## config.mk

```make
export PLATFORM = sky130hd
export DESIGN_NAME = mem_arbiter
export DESIGN_NICKNAME = d
export VERILOG_FILES = /design/src/rtl/mem_arbiter.sv
export SDC_FILE = /design/constraint.sdc
export NUM_CORES = 1
export LEC_CHECK = 0
export CAP_MARGIN = 5
export CORE_AREA = 5 5 56 58
export DETAILED_ROUTE_END_ITERATION = 8
export DIE_AREA = 0 0 61 63
export DONT_BUFFER_PORTS = 1
export GPL_TIMING_DRIVEN = 0
export MAX_ROUTING_LAYER = met4
export PLACE_DENSITY_LB_ADDON = 0.3
export RECOVER_POWER = 25
export SLEW_MARGIN = 25
export SYNTH_ARGS = -nofsm -noshare
export SYNTH_HDL_FRONTEND = slang
export SYNTH_SLANG_ARGS = --single-unit
```

## constraint.sdc

```tcl
create_clock -name clock -period 1.3 [get_ports clock]
set_input_delay 0 -clock clock [delete_from_list [all_inputs] [get_ports clock]]
set_output_delay 0 -clock clock [all_outputs]
set_load 0.01 [all_outputs]
```

## src/rtl/mem_arbiter.sv

```systemverilog
// Shares one single-port synchronous RAM between instruction fetch and data load/store.
// Data has priority; a starvation counter forces a fetch grant after STARVE_LIMIT data wins.
`timescale 1ns/1ps
module mem_arbiter #(
   parameter int ADDR_SIZE    = 18,
   parameter int WORD_SIZE    = 18,
   parameter int STARVE_LIMIT = 3
) (
   input  logic                 clock,
   input  logic                 reset,
   input  logic                 code_req,
   input  logic [ADDR_SIZE-1:0] code_addr,
   output logic                 code_gnt,
   output logic                 code_rvalid,
   output logic [WORD_SIZE-1:0] code_rdata,
   input  logic                 data_req,
   input  logic                 data_we,
   input  logic [ADDR_SIZE-1:0] data_addr,
   input  logic [WORD_SIZE-1:0] data_wdata,
   output logic                 data_gnt,
   output logic                 data_rvalid,
   output logic [WORD_SIZE-1:0] data_rdata,
   output logic [ADDR_SIZE-1:0] mem_addr,
   output logic                 mem_we,
   output logic [WORD_SIZE-1:0] mem_wdata,
   input  logic [WORD_SIZE-1:0] mem_rdata
);

   localparam logic [3:0] LIMIT = 4'(STARVE_LIMIT);

   typedef enum logic [1:0] {OWN_NONE = 2'd0, OWN_CODE = 2'd1, OWN_DATA = 2'd2} owner_t;

   owner_t     rd_owner;
   logic [3:0] starve_cnt;
   logic       code_wins;
   logic       data_wins;

   function automatic logic [3:0] sat_inc(input logic [3:0] cnt);
      return (cnt >= LIMIT) ? LIMIT : cnt + 4'd1;
   endfunction

   // Arbitration stage: combinational grant and RAM drive
   always_comb begin
      code_wins = code_req && (!data_req || (starve_cnt == LIMIT));
      data_wins = data_req && !code_wins;
      code_gnt  = code_wins;
      data_gnt  = data_wins;
      mem_we    = data_wins && data_we;
      mem_wdata = data_wdata;
      if (data_wins)
         mem_addr = data_addr;
      else if (code_wins)
         mem_addr = code_addr;
      else
         mem_addr = '0;
   end

   always_ff @(posedge clock or negedge reset) begin
      if (!reset) begin
         starve_cnt <= 4'd0;
         rd_owner   <= OWN_NONE;
      end else begin
         if (code_wins || !code_req)
            starve_cnt <= 4'd0;
         else if (data_wins)
            starve_cnt <= sat_inc(starve_cnt);

         if (code_wins)
            rd_owner <= OWN_CODE;
         else if (data_wins && !data_we)
            rd_owner <= OWN_DATA;
         else
            rd_owner <= OWN_NONE;
      end
   end

   // Return stage: RAM word arrives one cycle after the grant
   always_comb begin
      code_rvalid = (rd_owner == OWN_CODE);
      data_rvalid = (rd_owner == OWN_DATA);
      code_rdata  = mem_rdata;
      data_rdata  = mem_rdata;
   end

endmodule

```

==> results of run 1 <==
[Yosys cell counts (2+ instances only)]
master   number
o22ai_1      18
nand2_1      37
buf_2         4
buf_4        55
a21oi_1       2
dfrtp_1       6
nor2b_1       3
[sequential cells by signal, indices dropped and copies added, names as in the netlist]
register / cells
starve_cnt: 4
rd_owner: 2
[routing by layer]
layer,track usage (%),up-vias,wire length [µm]
met5,-,-,0
met4,4.065,0,36
met3,2.893,4,375
met2,35.29,79,2152
met1,21.16,451,1354
li1,-,425,-
[final cells by class]
cell class              instances  area share [%]
multi-input cells              72           46.89
plain buffers                  60           29.67
flip-flops and latches          6           10.99
repair buffers                 10           7.692
well taps                      31           2.839
clock buffers                   3           1.648
inverters                       1          0.2747
[metrics by stage]
step           cells  hold WS [ns]  utilization, %
2_1_floorplan    138       -0.2956               -
3_3_place_gp     169       -0.2954           38.90
3_5_place_dp     169       -0.2954           38.90
4_1_cts          181       0.03248           53.49
5_1_grt          183       0.06254           52.25
6_report         183       0.05749           52.25
[worst min-delay path by stage]
stage                     startpoint           to
after floorplan                reset  rd_owner[0]
after global placement         reset  rd_owner[1]
after detailed placement       reset  rd_owner[1]
after CTS                   data_req  rd_owner[1]
after global routing        data_req  rd_owner[1]
final                          reset  rd_owner[0]
[power by group through the flow]
stage | Sequential [µW] | Clock (µW) | Combinational (µW)
after CTS | 204 | 188 | 506
after global routing | 205 | 191 | 522
after detailed placement | 205 | 0 | 362
after global placement | 204 | 0 | 359
after floorplan | 203 | 0 | 314
final | 204 | 186 | 491
[timing repair]
| action | in CTS | in global routing |
|---|---|---|
| hold buffers | 2 | 0 |
| resized for setup | 43 | 4 |
| buffers inserted | 5 | 2 |
| setup endpoints to repair | 22 | 22 |
| endpoints found under the hold margin | 7 | 0 |
| pin swaps | 17 | 1 |
| cloned | 2 | 0 |
[cells in the final DEF (no fill, tap or decap), drive strengths merged, types with 2 or more instances in the layout]
| cell | Yosys | final |
|---|---|---|
| nor2b | 3 | 3 |
| buf | 60 | 51 |
| dlygate4sd3 | 0 | 2 |
| clkbuf | 0 | 20 |
| a21oi | 2 | 2 |
| dfrtp | 6 | 6 |
| o21ai | 1 | 2 |
| conb | 1 | 2 |
| o22ai | 18 | 18 |
| nand2 | 37 | 37 |
[logic make-up (layout without fill, tap and decap cells)]
kind of cell	after synthesis	in the layout	synth area share, %
buf+inv	61	74	45.96
simple gates	46	46	20.80
compound gates	22	23	16.18
flops	6	6	15.40
fa+ha+maj	1	1	1.283
other cells	1	2	0.3847
==> metrics.cfg, run 1 <==
[power]
seq_power_share_pct=23.2
p_sw_uw=349.3
p_int_uw=531.7
power_leakage_uw=0.0005964
share_comb_of_total_power_pct=55.7
power.ir.vdd_worst_v=0.0004019
power_total_uw=881.0
clkPwrFrac_pct=21.1
p_per_area_mw_per_mm2=644.8
switch_share_pct=39.65

[floorplanning]
row_count=19
die-width_um=61
die_h_um=63
design.portCount=154
initial_core_util_pct=37.27
design.die.area_mm2=0.003843
design.core.area_mm2=0.002615

[logic_synthesis]
avgSynthCellArea_um2=7.114
synth_top_area_share_pct=42.36
synth_cell_types=19
post-synth-top-area-cell=buf_4
synth.area.top_cells=buf_4 42%, dfrtp_1 15%, nand2_1 14%
asyncSetResetFlopFracSynth_pct=100.0
synth_area_um2=974.7
ys.flop_type=dfrtp_1
synth-seq-cells=6
netlist_instances=137
synth_sequential_area_ratio_pct=15.40
synth-edff-count=0
ys.warnings.count=0

[layout]
register_area_um2=150.1
diode_count=0
filler_cells=262
final_design_area_no_fill_mm2=0.001366
ratio_of_cells_with_drive_above_1_in_the_final_layout_pct=53.95
flow.area_growth_from_synthesis_pct=40.18
nets=232
multiInputGateArea_um2=640.6

[worst_setup_path]
worstSetupStartpointType=flip-flop
reg2reg_slack_ns=-0.08
worst_path_dominant_cell_family=flip-flops
critical_path.reg2reg.startpoint=starve_cnt[0]
worst-path-max-fanout=7
setup.worst_path.end_class=output pin
critPathSlowestCell=dfrtp_1
cp.depth=5
critical_path.startpoint=starve_cnt[0]
crit_end=mem_addr[11]
worst-path-buf-inv=1
timing.critical_path.required_ns=1.30
criticalPathCategory=flip-flop to output pin
worstReg2RegEnd=rd_owner[1]
worst_path_largest_cell_delay_ns=0.40
r2r.worst_path.cells=6
worst_ep_arrival_time_ns=1.46
critical_path.cell_chain=ha_4 > nand4bb_4 > o21ai_4 > buf_12 > o22ai_4

[global_route]
grt_use_total_pct=19.26
grt_overflow=0
maximum_number_of_pins_on_one_net_before_global_route_repair=11
grt_antenna_before_repair=0
wire_length_of_the_first_global_routing_pass_um=5361
grt_pass1_vias=1021

[cts]
tritoncts.num_buffers=3
clk_latency_ns=0.25
clkSinkCount=6
cts_tree=built
htree_num_levels=1
ctsLongestPathBuffers=2
clock_pin_slew_reported_for_the_worst_setup_and_hold_paths_after_clock_tree_synthesis_ns=0.05
ctsRootBufferMaster=clkbuf_4

[timing]
achievable-frequency_mhz=684.4
min_period_over_period_pct=112.4
timing.final.ws_setup_ns=-0.1612
report.final.setup_viol=22
hold_violations=0
period_minus_slack_ns=1.461
final.setup_skew_ns=0.001311
fin_setup_tns_ns=-2.520
rsz_0062_raised_after_global_routing=yes
final_max_slew_viol_count=0

[run_status]
status=finished with violations
violations=setup timing

[route]
drt_first_pass_iters=4
detailroute.via_count=959
vias_per_cell=5.240
detail_route.wl_per_cell_um=21.41
first_iter_violations=11
antenna_violating_nets_post_route=0
drcViolationCount=0
finalWirelength_um=3918

[placed_design]
place_ws_ns=-0.1066
dp_hpwl_um=2995
gp_congestion=0.7322
numPortBuffers=0
dpl_cell_area_mm2=0.001017

[worst_hold_path]
holdCritPathClass=input pin to async pin

[job]
drv.max_cap_violation_count=0

Note: power is estimated with default switching activity, not from simulation.
==> inputs of run 2 (changes only) <==
SKIP_CTS_REPAIR_TIMING = 1   (was not set)
==> run 2 against run 1 <==
Net effect: the run still ends with setup timing left; maximum frequency fell by 1.5%; sequential cell count unchanged; via count shrank 1.4%; design area down 5.4%; non-clock buffer count decreased by 2; total power shrank 4.4%; clock skew rose by 0.0060 ns.
==> metrics.cfg, run 2 (same netlist as run 1, synthesis figures left out) <==
[layout]
filler_cells=262  ; unchanged
largest_register=starve_cnt
nets=230  ; -0.86%
multiInputGateArea_um2=564.3  ; -12%
register_area_um2=150.1  ; unchanged
layout.cells.most_common=buf_4
reg_top3=starve_cnt: 4 flops, rd_owner: 2 flops
flip_flop_count_of_the_largest_register_all_copies_and_words_added=4  ; unchanged
final_design_area_no_fill_mm2=0.001292  ; -5.4%
diode_count=0  ; unchanged
flow.area_growth_from_synthesis_pct=32.61
ratio_of_cells_with_drive_above_1_in_the_final_layout_pct=48.67  ; -5.3 points
layout_common_cells=40 x buf_4, 37 x nand2_1, 16 x clkbuf_1

[cts]
clk_latency_ns=0.25  ; about the same
tritoncts.num_buffers=3  ; unchanged
ctsLongestPathBuffers=2  ; unchanged
htree_num_levels=1  ; unchanged
clock_pin_slew_reported_for_the_worst_setup_and_hold_paths_after_clock_tree_synthesis_ns=0.05  ; about the same
clkSinkCount=6  ; unchanged
ctsRootBufferMaster=clkbuf_4
cts_tree=built

[timing]
hold_violations=0  ; unchanged
final_max_slew_viol_count=0  ; unchanged
achievable-frequency_mhz=673.9  ; -1.5%
period_minus_slack_ns=1.484  ; +0.02280 ns
fin_setup_tns_ns=-2.822  ; -0.3019 ns
timing.final.ws_setup_ns=-0.1840  ; -0.02280 ns
rsz_0062_raised_after_global_routing=yes
final.setup_skew_ns=0.007309  ; +0.005998 ns
min_period_over_period_pct=114.2  ; +1.8 points
report.final.setup_viol=19  ; -14%

[floorplanning]
initial_core_util_pct=37.27  ; unchanged
design.portCount=154  ; unchanged
die_h_um=63  ; unchanged
design.die.area_mm2=0.003843  ; unchanged
row_count=19  ; unchanged
design.core.area_mm2=0.002615  ; unchanged
die-width_um=61  ; unchanged

[run_status]
violations=setup timing
status=finished with violations

[worst_setup_path]
worst_ep_arrival_time_ns=1.48  ; +0.02 ns
worstReg2RegEnd=rd_owner[1]
worstSetupStartpointType=flip-flop
criticalPathCategory=flip-flop to output pin
worst_path_largest_cell_delay_ns=0.40  ; about the same
setup.worst_path.end_class=output pin
worst-path-buf-inv=1  ; unchanged
critical_path.reg2reg.startpoint=starve_cnt[0]
timing.critical_path.required_ns=1.30  ; about the same
critPathSlowestCell=dfrtp_1
worst-path-max-fanout=6  ; -1
critical_path.cell_chain=ha_4 > a21boi_4 > clkbuf_16 > o22ai_4
worst_path_dominant_cell_family=compound AO/OA/AOI/OAI gates
reg2reg_slack_ns=0.07  ; +0.15 ns
r2r.worst_path.cells=4  ; -2

[route]
vias_per_cell=5.227  ; -0.27%
first_iter_violations=17  ; +6
antenna_violating_nets_post_route=0  ; unchanged
detail_route.wl_per_cell_um=21.09  ; -1.5%
finalWirelength_um=3817  ; -2.6%
detailroute.via_count=946  ; -1.4%
drcViolationCount=0  ; unchanged
drt_first_pass_iters=6  ; +2

[worst_hold_path]
holdCritPathClass=input pin to async pin

[placed_design]
gp_congestion=0.7322  ; unchanged
numPortBuffers=0  ; unchanged
dp_hpwl_um=2995  ; unchanged
dpl_cell_area_mm2=0.001017  ; unchanged

[global_route]
grt_pass1_vias=875  ; -14%
maximum_number_of_pins_on_one_net_before_global_route_repair=12  ; +1
wire_length_of_the_first_global_routing_pass_um=4485  ; -16%
grt_use_total_pct=15.82  ; -3.4 points
grt_overflow=0  ; unchanged
grt_antenna_before_repair=0  ; unchanged

[power]
power.ir.vdd_worst_v=0.0003366  ; -16%
p_per_area_mw_per_mm2=651.4  ; +1.0%
power_leakage_uw=0.0005830  ; -2.2%

[job]
drv.max_cap_violation_count=0  ; unchanged

-- run 2: cell count changes in the layout (fill, tap and decap cells not counted), sizes merged --
cell and change:
buf -3, clkbuf +1
-- run 2: how the worst max path moves through the flow --
stage | depth (start not counted) | startpoint | endpoint | slack (ns)
3_5_place_dp | 5 | starve_cnt[0] | mem_addr[13] | -0.11
3_3_place_gp | 5 | starve_cnt[0] | mem_addr[8] | -0.07
2_1_floorplan | 5 | starve_cnt[0] | mem_addr[10] | 0.06
4_1_cts | 5 | starve_cnt[0] | mem_addr[13] | -0.38
5_1_grt | 5 | starve_cnt[0] | mem_addr[11] | -0.24
6_report | 4 | starve_cnt[0] | mem_addr[13] | -0.18
-- run 2: cell type report --
| type | instances | share of cell area, % |
|---|---|---|
| flip-flops and latches | 6 | 11.62 |
| well taps | 31 | 3.001 |
| multi-input cells | 72 | 43.66 |
| repair buffers | 8 | 8.325 |
| clock buffers | 3 | 1.742 |
| inverters | 1 | 0.2904 |
| plain buffers | 60 | 31.36 |
-- run 2: routing by layer --
metal,vias up,track usage (%),routed length (µm)
met3,6,2.686,382
met2,81,26.74,2000
met4,0,4.336,57
met5,-,-,0
li1,424,-,-
met1,435,18.81,1376
-- run 2: worst register-to-register path, cell delays in order, from the launching register on --
cell	delay, ns
dfrtp_1	0.37
ha_4	0.18
nand4bb_4	0.16
and2_1	0.24
nor2b_1	0.15
-- run 2: through the flow --
step	instances	hold slack, ns	power (µW)	util, %	worst slack [ns]
2_1_floorplan	138	-0.2956	517.5	-	0.06251
3_5_place_dp	169	-0.2954	566.5	38.90	-0.1066
4_1_cts	172	-0.5679	752.3	39.76	-0.3849
6_report	181	0.06639	842.0	49.43	-0.1840
3_3_place_gp	169	-0.2954	563.2	38.90	-0.06722
5_1_grt	181	0.07559	886.6	49.43	-0.2379
-- run 2: report_power, final --
part / switching (µW) / total [µW] / internal (µW)
clock network: 69.9 / 175 / 105
logic: 246 / 463 / 217
registers: 7.19 / 205 / 198
